$ cat config.mk
export PLATFORM = sky130hd
export DESIGN_NAME = stage_m_flat
export DESIGN_NICKNAME = d
export VERILOG_FILES = /design/src/rtl/core_pkg.sv /design/src/rtl/stage_m_if.sv /design/src/rtl/mem_lane.sv /design/src/rtl/stage_m.sv /design/src/flat_wrapper.sv
export SDC_FILE = /design/constraint.sdc
export NUM_CORES = 1
export LEC_CHECK = 0
export CORE_MARGIN = 2
export CORE_UTILIZATION = 41
export CTS_CLUSTER_DIAMETER = 120
export DETAILED_ROUTE_END_ITERATION = 7
export PLACE_DENSITY = 0.77
export SETUP_SLACK_MARGIN = 0.4
export SYNTH_ARGS = -nofsm -noshare
export SYNTH_HDL_FRONTEND = slang
export SYNTH_SLANG_ARGS = --single-unit
$ cat constraint.sdc
create_clock -name clk -period 2 [get_ports clk]
set_clock_uncertainty 0.2 [all_clocks]
set_input_delay 0.2 -clock clk [delete_from_list [all_inputs] [get_ports clk]]
set_output_delay 0.2 -clock clk [all_outputs]
set_load 0.01 [all_outputs]
$ cat src/rtl/core_pkg.sv
// Shared encodings for the five-stage pipeline: result-source select, access size
// and the memory-stage FSM state type.
package core_pkg;

  localparam logic [1:0] RES_ALU = 2'b00;
  localparam logic [1:0] RES_MEM = 2'b01;
  localparam logic [1:0] RES_PC4 = 2'b10;

  localparam logic [2:0] SZ_B  = 3'b000;
  localparam logic [2:0] SZ_H  = 3'b001;
  localparam logic [2:0] SZ_W  = 3'b010;
  localparam logic [2:0] SZ_BU = 3'b100;
  localparam logic [2:0] SZ_HU = 3'b101;

  typedef enum logic {
    StIdle = 1'b0,
    StWait = 1'b1
  } mstate_t;

  function automatic logic is_half(logic [2:0] size);
    return (size == SZ_H) || (size == SZ_HU);
  endfunction

endpackage

$ cat src/rtl/stage_m_if.sv
// Request/acknowledge data-memory bus between the memory stage and data memory.
interface stage_m_if;
  logic        req;
  logic        we;
  logic [31:0] addr;
  logic [3:0]  be;
  logic [31:0] wdata;
  logic [31:0] rdata;
  logic        ack;

  modport master (output req, we, addr, be, wdata, input rdata, ack);
  modport slave  (input req, we, addr, be, wdata, output rdata, ack);
endinterface

$ cat src/rtl/mem_lane.sv
// Byte-lane steering for data memory: store byte enables and replication, load lane
// select with sign/zero extension. Purely combinational.
module mem_lane
  import core_pkg::*;
(
  input  logic [2:0]  size_i,
  input  logic [1:0]  addr_i,
  input  logic [31:0] wdata_i,
  input  logic [31:0] rdata_i,
  output logic [3:0]  be_o,
  output logic [31:0] wdata_o,
  output logic [31:0] rdata_o
);

  logic [7:0]  byte_sel;
  logic [15:0] half_sel;

  always_comb begin
    case (addr_i)
      2'd0:    byte_sel = rdata_i[7:0];
      2'd1:    byte_sel = rdata_i[15:8];
      2'd2:    byte_sel = rdata_i[23:16];
      default: byte_sel = rdata_i[31:24];
    endcase
    half_sel = addr_i[1] ? rdata_i[31:16] : rdata_i[15:0];
  end

  always_comb begin
    be_o    = 4'b1111;
    wdata_o = wdata_i;
    rdata_o = rdata_i;
    case (size_i)
      SZ_B, SZ_BU: begin
        be_o    = 4'b0001 << addr_i;
        wdata_o = {4{wdata_i[7:0]}};
        rdata_o = (size_i == SZ_B) ? {{24{byte_sel[7]}}, byte_sel} : {24'd0, byte_sel};
      end
      SZ_H, SZ_HU: begin
        be_o    = addr_i[1] ? 4'b1100 : 4'b0011;
        wdata_o = {2{wdata_i[15:0]}};
        rdata_o = (size_i == SZ_H) ? {{16{half_sel[15]}}, half_sel} : {16'd0, half_sel};
      end
      default: ;
    endcase
  end

endmodule

$ cat src/rtl/stage_m.sv
// Memory stage: E/M pipeline register, data-memory request/ack FSM with timeout,
// misalignment detection and the registered load result for writeback.
module stage_m
  import core_pkg::*;
#(
  parameter int unsigned TIMEOUT_CYC = 255
) (
  input  logic        clk,
  input  logic        rst,
  input  logic        arm,
  input  logic [31:0] ALUResultE,
  input  logic [31:0] WriteDataE,
  input  logic [31:0] PCPlus4E,
  input  logic [4:0]  RdE,
  input  logic        PCSrcE,
  input  logic        RegWriteE,
  input  logic        MemWriteE,
  input  logic [1:0]  ResultSrcE,
  input  logic [2:0]  SizeE,
  output logic [31:0] ALUResultM,
  output logic [31:0] PCPlus4M,
  output logic [4:0]  RdM,
  output logic        PCSrcM,
  output logic        RegWriteM,
  output logic [1:0]  ResultSrcM,
  output logic [31:0] ReadDataW,
  output logic        StallM,
  output logic        ErrM,
  stage_m_if.master   dmem
);

  localparam int unsigned CntW = (TIMEOUT_CYC > 1) ? $clog2(TIMEOUT_CYC + 1) : 1;

  logic [31:0] alu_q, wdata_q, pc4_q, rdata_w_q;
  logic [4:0]  rd_q;
  logic        pcsrc_q, regwrite_q, memwrite_q;
  logic [1:0]  ressrc_q;
  logic [2:0]  size_q;

  mstate_t        state_q, state_d;
  logic [CntW-1:0] cnt_q, cnt_d;

  logic        mem_acc, misalign, issue, timeout, req, done, stall, err;
  logic [3:0]  lane_be;
  logic [31:0] lane_wdata, lane_rdata;

  // E/M register: frozen while the memory access is outstanding.
  always_ff @(posedge clk or negedge rst) begin
    if (!rst) begin
      alu_q      <= '0;
      wdata_q    <= '0;
      pc4_q      <= '0;
      rd_q       <= '0;
      pcsrc_q    <= 1'b0;
      regwrite_q <= 1'b0;
      memwrite_q <= 1'b0;
      ressrc_q   <= '0;
      size_q     <= '0;
    end else if (!stall) begin
      alu_q      <= ALUResultE;
      wdata_q    <= WriteDataE;
      pc4_q      <= PCPlus4E;
      rd_q       <= RdE;
      pcsrc_q    <= PCSrcE;
      regwrite_q <= RegWriteE;
      memwrite_q <= MemWriteE;
      ressrc_q   <= ResultSrcE;
      size_q     <= SizeE;
    end
  end

  mem_lane u_lane (
    .size_i  (size_q),
    .addr_i  (alu_q[1:0]),
    .wdata_i (wdata_q),
    .rdata_i (dmem.rdata),
    .be_o    (lane_be),
    .wdata_o (lane_wdata),
    .rdata_o (lane_rdata)
  );

  assign mem_acc  = memwrite_q || (ressrc_q == RES_MEM);
  assign misalign = mem_acc && !arm &&
                    ((is_half(size_q) && alu_q[0]) || ((size_q == SZ_W) && (alu_q[1:0] != 2'b00)));
  assign timeout  = (TIMEOUT_CYC != 0) && (state_q == StWait) && (cnt_q == CntW'(TIMEOUT_CYC));

  always_ff @(posedge clk or negedge rst) begin
    if (!rst) begin
      state_q <= StIdle;
      cnt_q   <= '0;
    end else begin
      state_q <= state_d;
      cnt_q   <= cnt_d;
    end
  end

  // The counter counts request cycles, so the issuing IDLE cycle enters WAIT as 1.
  always_comb begin
    state_d = state_q;
    cnt_d   = cnt_q;
    unique case (state_q)
      StIdle: begin
        cnt_d = '0;
        if (issue && !dmem.ack) begin
          state_d = StWait;
          cnt_d   = CntW'(1);
        end
      end
      StWait: begin
        if (timeout || dmem.ack) begin
          state_d = StIdle;
          cnt_d   = '0;
        end else begin
          cnt_d = cnt_q + CntW'(1);
        end
      end
      default: state_d = StIdle;
    endcase
  end

  always_comb begin
    issue = (state_q == StIdle) && mem_acc && !misalign;
    req   = issue || ((state_q == StWait) && !timeout);
    done  = req && dmem.ack;
    stall = req && !dmem.ack;
    err   = ((state_q == StIdle) && misalign) || timeout;
  end

  always_ff @(posedge clk or negedge rst) begin
    if (!rst) begin
      rdata_w_q <= '0;
    end else if (done && (ressrc_q == RES_MEM) && !memwrite_q) begin
      rdata_w_q <= lane_rdata;
    end
  end

  assign dmem.req   = req;
  assign dmem.we    = req && memwrite_q;
  assign dmem.addr  = {alu_q[31:2], 2'b00};
  assign dmem.be    = req ? lane_be : 4'b0000;
  assign dmem.wdata = lane_wdata;

  assign ALUResultM = alu_q;
  assign PCPlus4M   = pc4_q;
  assign RdM        = rd_q;
  assign ResultSrcM = ressrc_q;
  assign PCSrcM     = pcsrc_q && !stall;
  assign RegWriteM  = regwrite_q && !stall && !err;
  assign ReadDataW  = rdata_w_q;
  assign StallM     = stall;
  assign ErrM       = err;

endmodule
$ cat src/flat_wrapper.sv
// flat-port wrapper written by rule: the top's interface ports become plain ports
module stage_m_flat import core_pkg::*;
#(
  parameter int unsigned TIMEOUT_CYC = 255
)
  (clk, rst, arm, ALUResultE, WriteDataE, PCPlus4E, RdE, PCSrcE, RegWriteE, MemWriteE, ResultSrcE, SizeE, ALUResultM, PCPlus4M, RdM, PCSrcM, RegWriteM, ResultSrcM, ReadDataW, StallM, ErrM, dmem_req, dmem_we, dmem_addr, dmem_be, dmem_wdata, dmem_rdata, dmem_ack);
  stage_m_if dmem_i ();
  input  logic clk;
  input  logic rst;
  input  logic arm;
  input  logic [31:0] ALUResultE;
  input  logic [31:0] WriteDataE;
  input  logic [31:0] PCPlus4E;
  input  logic [4:0] RdE;
  input  logic PCSrcE;
  input  logic RegWriteE;
  input  logic MemWriteE;
  input  logic [1:0] ResultSrcE;
  input  logic [2:0] SizeE;
  output logic [31:0] ALUResultM;
  output logic [31:0] PCPlus4M;
  output logic [4:0] RdM;
  output logic PCSrcM;
  output logic RegWriteM;
  output logic [1:0] ResultSrcM;
  output logic [31:0] ReadDataW;
  output logic StallM;
  output logic ErrM;
  output wire logic [$bits(dmem_i.req)-1:0] dmem_req;
  output wire logic [$bits(dmem_i.we)-1:0] dmem_we;
  output wire logic [$bits(dmem_i.addr)-1:0] dmem_addr;
  output wire logic [$bits(dmem_i.be)-1:0] dmem_be;
  output wire logic [$bits(dmem_i.wdata)-1:0] dmem_wdata;
  input wire logic [$bits(dmem_i.rdata)-1:0] dmem_rdata;
  input wire logic [$bits(dmem_i.ack)-1:0] dmem_ack;
  assign dmem_req = dmem_i.req;
  assign dmem_we = dmem_i.we;
  assign dmem_addr = dmem_i.addr;
  assign dmem_be = dmem_i.be;
  assign dmem_wdata = dmem_i.wdata;
  assign dmem_i.rdata = dmem_rdata;
  assign dmem_i.ack = dmem_ack;
  stage_m #(.TIMEOUT_CYC(TIMEOUT_CYC)) u_core (.clk(clk), .rst(rst), .arm(arm), .ALUResultE(ALUResultE), .WriteDataE(WriteDataE), .PCPlus4E(PCPlus4E), .RdE(RdE), .PCSrcE(PCSrcE), .RegWriteE(RegWriteE), .MemWriteE(MemWriteE), .ResultSrcE(ResultSrcE), .SizeE(SizeE), .ALUResultM(ALUResultM), .PCPlus4M(PCPlus4M), .RdM(RdM), .PCSrcM(PCSrcM), .RegWriteM(RegWriteM), .ResultSrcM(ResultSrcM), .ReadDataW(ReadDataW), .StallM(StallM), .ErrM(ErrM), .dmem(dmem_i));
endmodule
* Word level (Yosys, flattened, before mapping)
Cells that the tools add are included.
** Word-level totals
- Register bits :: 150
- Input bits :: 145
- Output and inout bits :: 177
- Word-level logic and storage cells :: 74
** Cells by class
- Add/subtract/negate cells :: 1
- Equality and inequality tests :: 8
- Shift operators :: 1
- Multiplexer cells :: 15
- Bitwise operators :: 1
- Reductions and logical operators :: 36
** Operators by type and width (count)
- case mux 32 bit (2 select lines) :: 2
- two-way mux 32 bit :: 2
- case mux 8 bit (3 select lines) :: 1
- logical AND 1 bit :: 18
- two-way mux 16 bit :: 1
- case mux 8 bit (2 select lines) :: 1
- adder 8 x 1 -> 8 bit (second input constant) :: 1
- == test 8 bit (second input constant) :: 1
- two-way mux 4 bit :: 2
- two-way mux 8 bit :: 1
- case mux 4 bit (2 select lines) :: 1
- zero test 1 bit :: 7
- == test 3 bit (second input constant) :: 2
- logical OR 1 bit :: 6
- == test 2 x 1 -> 1 bit (second input constant) :: 2
- OR reduction 2 bit :: 2
- << shifter 1 x 2 -> 4 bit (first input constant) :: 1
- == test 3 x 1 -> 1 bit (second input constant) :: 1
- == test 3 x 2 -> 1 bit (second input constant) :: 1
- zero test 3 bit :: 1
- two-way mux 1 bit :: 3
- == test 2 bit (second input constant) :: 1
- zero test 2 bit :: 1
- case mux 1 bit (2 select lines) :: 1
- other kinds (2) :: 2

* Longest topological paths before layout
Gate-level depths: netlist of the first run.
- Word-level depth :: 12
- Depth in mapped cells :: 8
- Mapped depth without buffers :: 6

* Modules after synthesis
A second synthesis of the first run with hierarchy kept.
** Second synthesis, totals
- Cell total of the unflattened synthesis :: 838
- Area, all modules :: 8878.5 um2
** By module, submodules not included
- stage_m :: instances 1, cells each 665, area each 7554.7 um2, sequential area each 3753.6 um2
- mem_lane :: instances 1, cells each 173, area each 1323.8 um2, sequential area each 0.0 um2

* Worst setup path before layout of the first run
No wires, ideal clock.
- Path kind :: register to output
- From :: register u_core.size_q[0]
- To :: output port dmem_we
- Arrival time :: 1856 ps
- Data required time :: 1600 ps
- Slack :: -256 ps
- Stages on the path, launching flop included :: 9
- Path through :: dfrtp_1 > buf_6 > or4b_4 > o32ai_4 > o21a_1 > buf_2 > buf_6 > inv_2 > and2_1
** On the way
- Cells in the longest elaborated chain, start to end :: 9
- Elaborated cells on any way between the ends :: 12
- Classes of those cells :: eq/ne: 3; reduce/logical: 9
** RTL lines
- start, declared :: line stage_m.sv:38 : logic [2:0] size_q;
- start signal, assigned :: line stage_m.sv:68 : size_q <= SizeE;
- == test 3 x 1 -> 1 bit / == test 3 bit (equally long branches) :: line core_pkg.sv:21 : return (size == SZ_H) || (size == SZ_HU);
- logical OR 1 bit :: line core_pkg.sv:21
- logical AND 1 bit :: line stage_m.sv:84 : ((is_half(size_q) && alu_q[0]) || ((size_q == SZ_W) && (alu_q[1:0] != 2'b00)));
- logical OR 1 bit (*) :: line stage_m.sv:84
- logical AND 1 bit (*) :: line stage_m.sv:83 : assign misalign = mem_acc && !arm &&
- zero test 1 bit (*) :: line stage_m.sv:122 : issue = (state_q == StIdle) && mem_acc && !misalign;
- logical AND 1 bit (*) :: line stage_m.sv:122
- logical OR 1 bit (*) :: line stage_m.sv:123 : req = issue || ((state_q == StWait) && !timeout);
- net dmem_req :: line flat_wrapper.sv:29 : output wire logic [$bits(dmem_i.req)-1:0] dmem_req;
- logical AND 1 bit (*) :: line stage_m.sv:138 : assign dmem.we = req && memwrite_q;
- end, declared :: line flat_wrapper.sv:30 : output wire logic [$bits(dmem_i.we)-1:0] dmem_we;
The timed path passes the listed nets; every way through them passes the cells marked *.

* Worst setup path in the final report of the first run
- From :: register u_core.size_q[2]
- To :: output port dmem_be[3]
** On the way
- Cells in the longest elaborated chain, start to end :: 9
- Elaborated cells on any way between the ends :: 17
- Classes of those cells :: eq/ne: 4; mux: 2; reduce/logical: 11
** RTL lines
- == test 3 x 1 -> 1 bit / == test 3 bit (equally long branches) :: line core_pkg.sv:21, mem_lane.sv:32
- logical OR 1 bit :: line core_pkg.sv:21
- logical AND 1 bit :: line stage_m.sv:84
- logical OR 1 bit :: line stage_m.sv:84
- logical AND 1 bit :: line stage_m.sv:83
- zero test 1 bit :: line stage_m.sv:122
- logical AND 1 bit :: line stage_m.sv:122
- logical OR 1 bit :: line stage_m.sv:123
- two-way mux 4 bit (*) :: line stage_m.sv:140 : assign dmem.be = req ? lane_be : 4'b0000;
- end, declared :: line flat_wrapper.sv:32 : output wire logic [$bits(dmem_i.be)-1:0] dmem_be;
Mark *: on every way between the ends. The rest lies on a longest branch, timed or not.

==> flow_summary.ini, run 1 <==
[placed_design]
gp_congestion = 0.827
dp_hpwl_um = 19300
dpl_cell_area_um2 = 12400
port_buffers = 319

[detailed_routing]
route.detailed.drc = 0
vias = 8491
drt_iter0_drc = 426
firstDrtPassIters = 5
wl_um = 29200
ant_nets = 0
avgViaCountPerCell = 5.55
wl_per_cell_um = 19.1

[setup_path]
reg2reg_depth = 8
cp-startpoint = u_core.size_q[2]
r2r_end = u_core.ReadDataW[0]
r2r_start = u_core.size_q[0]
cp_max_fo = 4
end_kind = output pin
arrival_ns = 2.14
critical_path_required_ns = 1.60
r2r_slack_ns = -0.25
crit_end = dmem_be[3]
start_kind = flop
crit_type = reg2out

[yosys]
ys_seq_area_frac = 0.422
yosys.area_share.simple = 0.164
muxShareOfSynthArea = 0.0814
synth_area_leaders = dfrtp_1 42%, o211ai_1 19%, nand2b_1 7.9%
avgSynthCellArea_um2 = 9.41
synth_top_area_cell = dfrtp_1
synthesis.area_um2 = 8900
synth_most_common_cell = o211ai_1
synth_xor_area_frac = 0.00591
synthTopCellsByCount = 226 x o211ai_1, 150 x dfrtp_1, 130 x nand2_1
synth_ff_type = dfrtp_1
synth_compound_area_frac = 0.242
synth_adder_area_share = 0.00141
ys_ff_latch = 150
yosysWarnings = 0
synth-edff-count = 0
synth_top_area_share = 0.422
synthCells = 946
async_reset_ff_frac = 1.00
synth_top_family_by_area = compound AO/OA/AOI/OAI gates
ys_types = 44

[timing]
setup_viol = 170
min_period_ns = 2.54
setup_ws_ns = -0.543
period_share = 1.27
finalMaxSlewViolations = 0
slew_headroom = 0.557
rsz0062_at_grt = true
tightestPinTransition_ns = 0.664
whs_ns = 0.0986
finalHoldViolations = 0
fmax_ghz = 0.393

[floorplanning]
die_x_um = 151
ios = 322
dieArea_um2 = 22900
start_util = 0.421
die_h_um = 151
rows = 53
core-area_um2 = 21200

[cells_and_area]
fin_area_um2 = 13400
layout-drive-gt1-share = 0.179
nNetsFinal = 1386
area_delta_synth_final_pct = 50.2

[clock_tree]
cts_root_buffer = clkbuf_16
cts_buffers = 17
clock_latency_ns = 0.42
clock-sinks = 150
clockBufferDepth = 2
cts.clk_slew.worst_paths_ns = 0.06
htree_num_levels = 4
cts_tree = built

[grt]
grt_max_degree = 111
grt_overflow_total = 0
antenna_found_initial = 3
grt_pass1_wl_um = 45100
grtUsageTotal = 0.250
grt_pass1_vias = 8500

[pwr]
powerDensity_nw_per_um2 = 1730
p_total_w = 0.0232
max-vdd-ir-drop_mv = 1.68
power.leakage_nw = 5.29

[flow_run]
cap_violations = 0

[outcome]
failed_checks = negative setup slack
status = complete, but fails checks

[hold_path]
hp-class = in2async
-- worst min path at each step --
stage | start | to | slack, ns | cells past startpoint
finish | rst | u_core.PCPlus4M[9] | 0.1 | 2
global placement | rst | u_core.PCPlus4M[15] | -0.02 | 1
CTS | rst | u_core.PCPlus4M[9] | 0.09 | 2
floorplan | rst | u_core.ALUResultM[0] | -0.30 | 0
detailed placement | rst | u_core.PCPlus4M[9] | -0.02 | 1
global route | dmem_ack | u_core.state_q | 0.12 | 3
-- worst max-delay path, cell delays in order (launching register included) --
cell and delay (ns):
dfrtp_1 0.38, or4b_4 0.55, o32ai_4 0.14, o21a_4 0.19
buf_6 0.10, buf_12 0.10, buf_12 0.11, a21oi_2 0.03
buf_2 0.14
-- cell usage in the layout (no fill, tap or decap), types with 4 or more instances in the layout --
cell             synthesis  routed
buf_4                   40      58
o211ai_1               226     226
mux2_4                   0       8
buf_6                    7      32
xnor2_1                  4       4
nand2b_1               113     113
clkdlybuf4s50_1          0     281
o21ai_1                  2       7
nand2_1                130     129
a31oi_1                  8       8
mux2_2                  48      40
mux2i_1                 15      14
nor2_1                  13      11
clkbuf_16                0      17
nor2b_1                 10      10
a21oi_1                 20      18
nor3_1                   8       8
dfrtp_1                150     149
o21ai_0                 25      17
bufinv_16                0       4
buf_2                   24      14
buf_12                   0      17
a221o_1                  7       7
-- per-stage QoR --
step	TNS [ns]	setup slack [ns]	std cells	utilization
final	-34.52	-0.543	1530	0.632
after global routing	-51.16	-0.644	1527	0.631
after CTS	-39.28	-0.566	1523	0.626
after detailed placement	-76.03	-0.710	1473	0.585
after global placement	-71.35	-0.684	1473	0.585
after floorplan	-4.23	-0.149	947	-
-- power breakdown --
part | switching [W] | internal [W] | leakage [nW]
Combinational | 0.00670 | 0.00743 | 3.20
Sequential | 0.00111 | 0.00451 | 1.79
Clock | 0.00133 | 0.00209 | 0.289
Total | 0.00914 | 0.0140 | 5.29
-- sequential cells by signal, indices dropped and copies added (netlist names) --
signal             flops
u_core.ALUResultM     32
u_core.PCPlus4M       32
u_core.ReadDataW      32
u_core.wdata_q        32
u_core.cnt_q           8
u_core.RdM             5
u_core.size_q          3
u_core.ResultSrcM      2
u_core.memwrite_q      1
u_core.pcsrc_q         1
u_core.regwrite_q      1
u_core.state_q         1
-- timing repair --
action                                  4_1_cts  5_1_grt
gates resized for setup                     202       34
endpoints found under the hold margin       150        0
endpoints found under the setup margin      325      325
pin swaps                                     6        5
buffers inserted                             17        4
hold buffers                                  1        0
gates cloned                                  1        0
-- routing by layer --
| metal | GRT usage | part of all wire | wire, µm |
|---|---|---|---|
| met5 | 0 | 0 | 0 |
| met4 | 0.0757 | 0.019 | 541 |
| met3 | 0.0642 | 0.062 | 1820 |
| met2 | 0.415 | 0.50 | 14500 |
| met1 | 0.321 | 0.42 | 12300 |
-- layout make-up --
type / count / area, µm²
Fill cell: 1766 / 7790
Multi-Input combinational cell: 660 / 4510
Timing Repair Buffer: 408 / 4120
Sequential cell: 150 / 3750
Clock buffer: 19 / 433
Tap cell: 275 / 344
Clock inverter: 12 / 179
Inverter: 3 / 13.8
Antenna cell: 3 / 7.51
-- kinds of logic after synthesis --
family                   count (synthesis)
AO/OA/AOI/OAI                          297
AND/OR/NAND/NOR                        289
flip-flops                             150
buffers and inverters                  137
multiplexers                            65
XOR/XNOR                                 6
adder cells (fa/ha/maj)                  1
other                                    1
No activity file was read; power rests on OpenSTA's default activity.
==> inputs of run 2 (changes only) <==
Clock period 2 ns to 2.2 ns, I/O delays scaled along.
==> flow_summary.ini, run 2 (same netlist as run 1, synthesis figures left out) <==
[outcome]
status = complete, but fails checks
failed_checks = negative setup slack

[placed_design]
gp_congestion = 0.879
numPlacedInstances = 1463
dp_slack_ns = -0.610
dp_hpwl_um = 19300
port_buffers = 319

[cells_and_area]
multi_input_area_um2 = 4590
utilization = 0.705
nNetsFinal = 1437
mostFrequentLayoutCells = 226 x o211ai_1, 192 x clkdlybuf4s50_1, 143 x dfrtp_1
final_cells = 1582
layout_commonest_cell = o211ai_1
area_delta_synth_final_pct = 67.7
filler_cell_count = 1523
seqCellArea_um2 = 3760
layout-drive-gt1-share = 0.225

[floorplanning]
rows = 53
ios = 322
start_util = 0.421
dieArea_um2 = 22900
core-area_um2 = 21200
die_x_um = 151
die_h_um = 151

[clock_tree]
cts_buffers = 17
cts.clk_slew.worst_paths_ns = 0.06
cts_root_buffer = clkbuf_16
clock_latency_ns = 0.42
htree_num_levels = 4
cts_tree = built
clockBufferDepth = 2
clock-sinks = 150

[detailed_routing]
wl_per_cell_um = 21.6
route.detailed.drc = 0
firstDrtPassIters = 7
wl_um = 34200
drt_iter0_drc = 625
avgViaCountPerCell = 5.72
ant_nets = 0
vias = 9046

[timing]
period_share = 1.16
rsz0062_at_grt = true
tightestPinTransition_ns = 0.670
setup_viol = 174
finalMaxSlewViolations = 0
whs_ns = 0.130
min_period_ns = 2.55
setup_ws_ns = -0.351
finalHoldViolations = 0
slew_headroom = 0.554
fmax_ghz = 0.392

[grt]
grt_max_degree = 118
grt_pass1_vias = 8985
antenna_found_initial = 4
grtUsageTotal = 0.278
grt_overflow_total = 0
grt_pass1_wl_um = 49400

[flow_run]
cap_violations = 0

[setup_path]
crit_type = reg2out
arrival_ns = 2.13
end_kind = output pin
r2r_start = u_core.size_q[0]
cp-startpoint = u_core.size_q[0]
start_kind = flop
cp_max_fo = 3
critical_path_required_ns = 1.78

[pwr]
combPwrFrac = 0.641
clkPwrFrac = 0.147
power_switching_w = 0.00937
powerDensity_nw_per_um2 = 1620
max-vdd-ir-drop_mv = 0.720
p_total_w = 0.0242
pwr-share-seq = 0.212
p_int_w = 0.0148
p_sw_frac = 0.387
power.leakage_nw = 6.75

[hold_path]
hp-class = in2async
run 2: final cells by class:
| class | instances | area share |
|---|---|---|
| clock inverters | 14 | 0.0181 |
| well taps | 275 | 0.0231 |
| flip-flops and latches | 150 | 0.252 |
| diodes | 3 | 0.000503 |
| repair buffers | 459 | 0.368 |
| inverters | 3 | 0.000755 |
| clock buffers | 18 | 0.0294 |
| multi-input cells | 660 | 0.308 |
run 2: layer usage:
metal	global-route usage	wire length, µm
met3	0.0663	2690
met5	0	13
met1	0.350	13700
met2	0.463	16700
met4	0.105	1090
run 2: path summary, 6_finish.rpt:
check / end / slack, ns / depth (start not counted)
hold reg to reg: u_core.ReadDataW[3] / 0.31 / 1
max in group asynchronous: u_core.ALUResultM[1] / 0.94 / 3
min in group clk: u_core.state_q / 0.16 / 3
setup reg to reg: u_core.ReadDataW[0] / -0.33 / 10
setup / recovery: RegWriteM / -0.35 / 6
hold / removal: u_core.pcsrc_q / 0.13 / 2
run 2: power groups by stage:
stage	Sequential (W)	Clock [W]	Combinational, W
5_1_grt	0.00528	0.00372	0.0164
4_1_cts	0.00512	0.00360	0.0143
3_5_place_dp	0.00511	0	0.0117
2_1_floorplan	0.00536	0	0.00611
6_report	0.00514	0.00356	0.0155
3_3_place_gp	0.00509	0	0.0116
run 2: worst max-delay path: stages (launching register included):
cell      delay, ns
dfrtp_1        0.41
or4b_4         0.50
o32ai_4        0.16
o21a_4         0.21
buf_6          0.10
o2111a_1       0.21
buf_6          0.12
run 2: repair_timing:
| item | CTS | global route |
|---|---|---|
| pin swaps | 71 | 46 |
| setup buffers | 35 | 18 |
| gates cloned | 19 | 9 |
| endpoints found under the setup margin | 220 | 275 |
| endpoints found under the hold margin | 109 | 0 |
| hold buffers | 3 | 0 |
| resized for setup | 274 | 136 |
run 2: metrics by stage:
step / cell area, µm² / setup TNS (ns)
3_3_place_gp: 12300 / -67.58
5_1_grt: 14900 / -47.59
4_1_cts: 14100 / -27.24
3_5_place_dp: 12300 / -71.75
6_report: 14900 / -39.03
2_1_floorplan: 8930 / 0
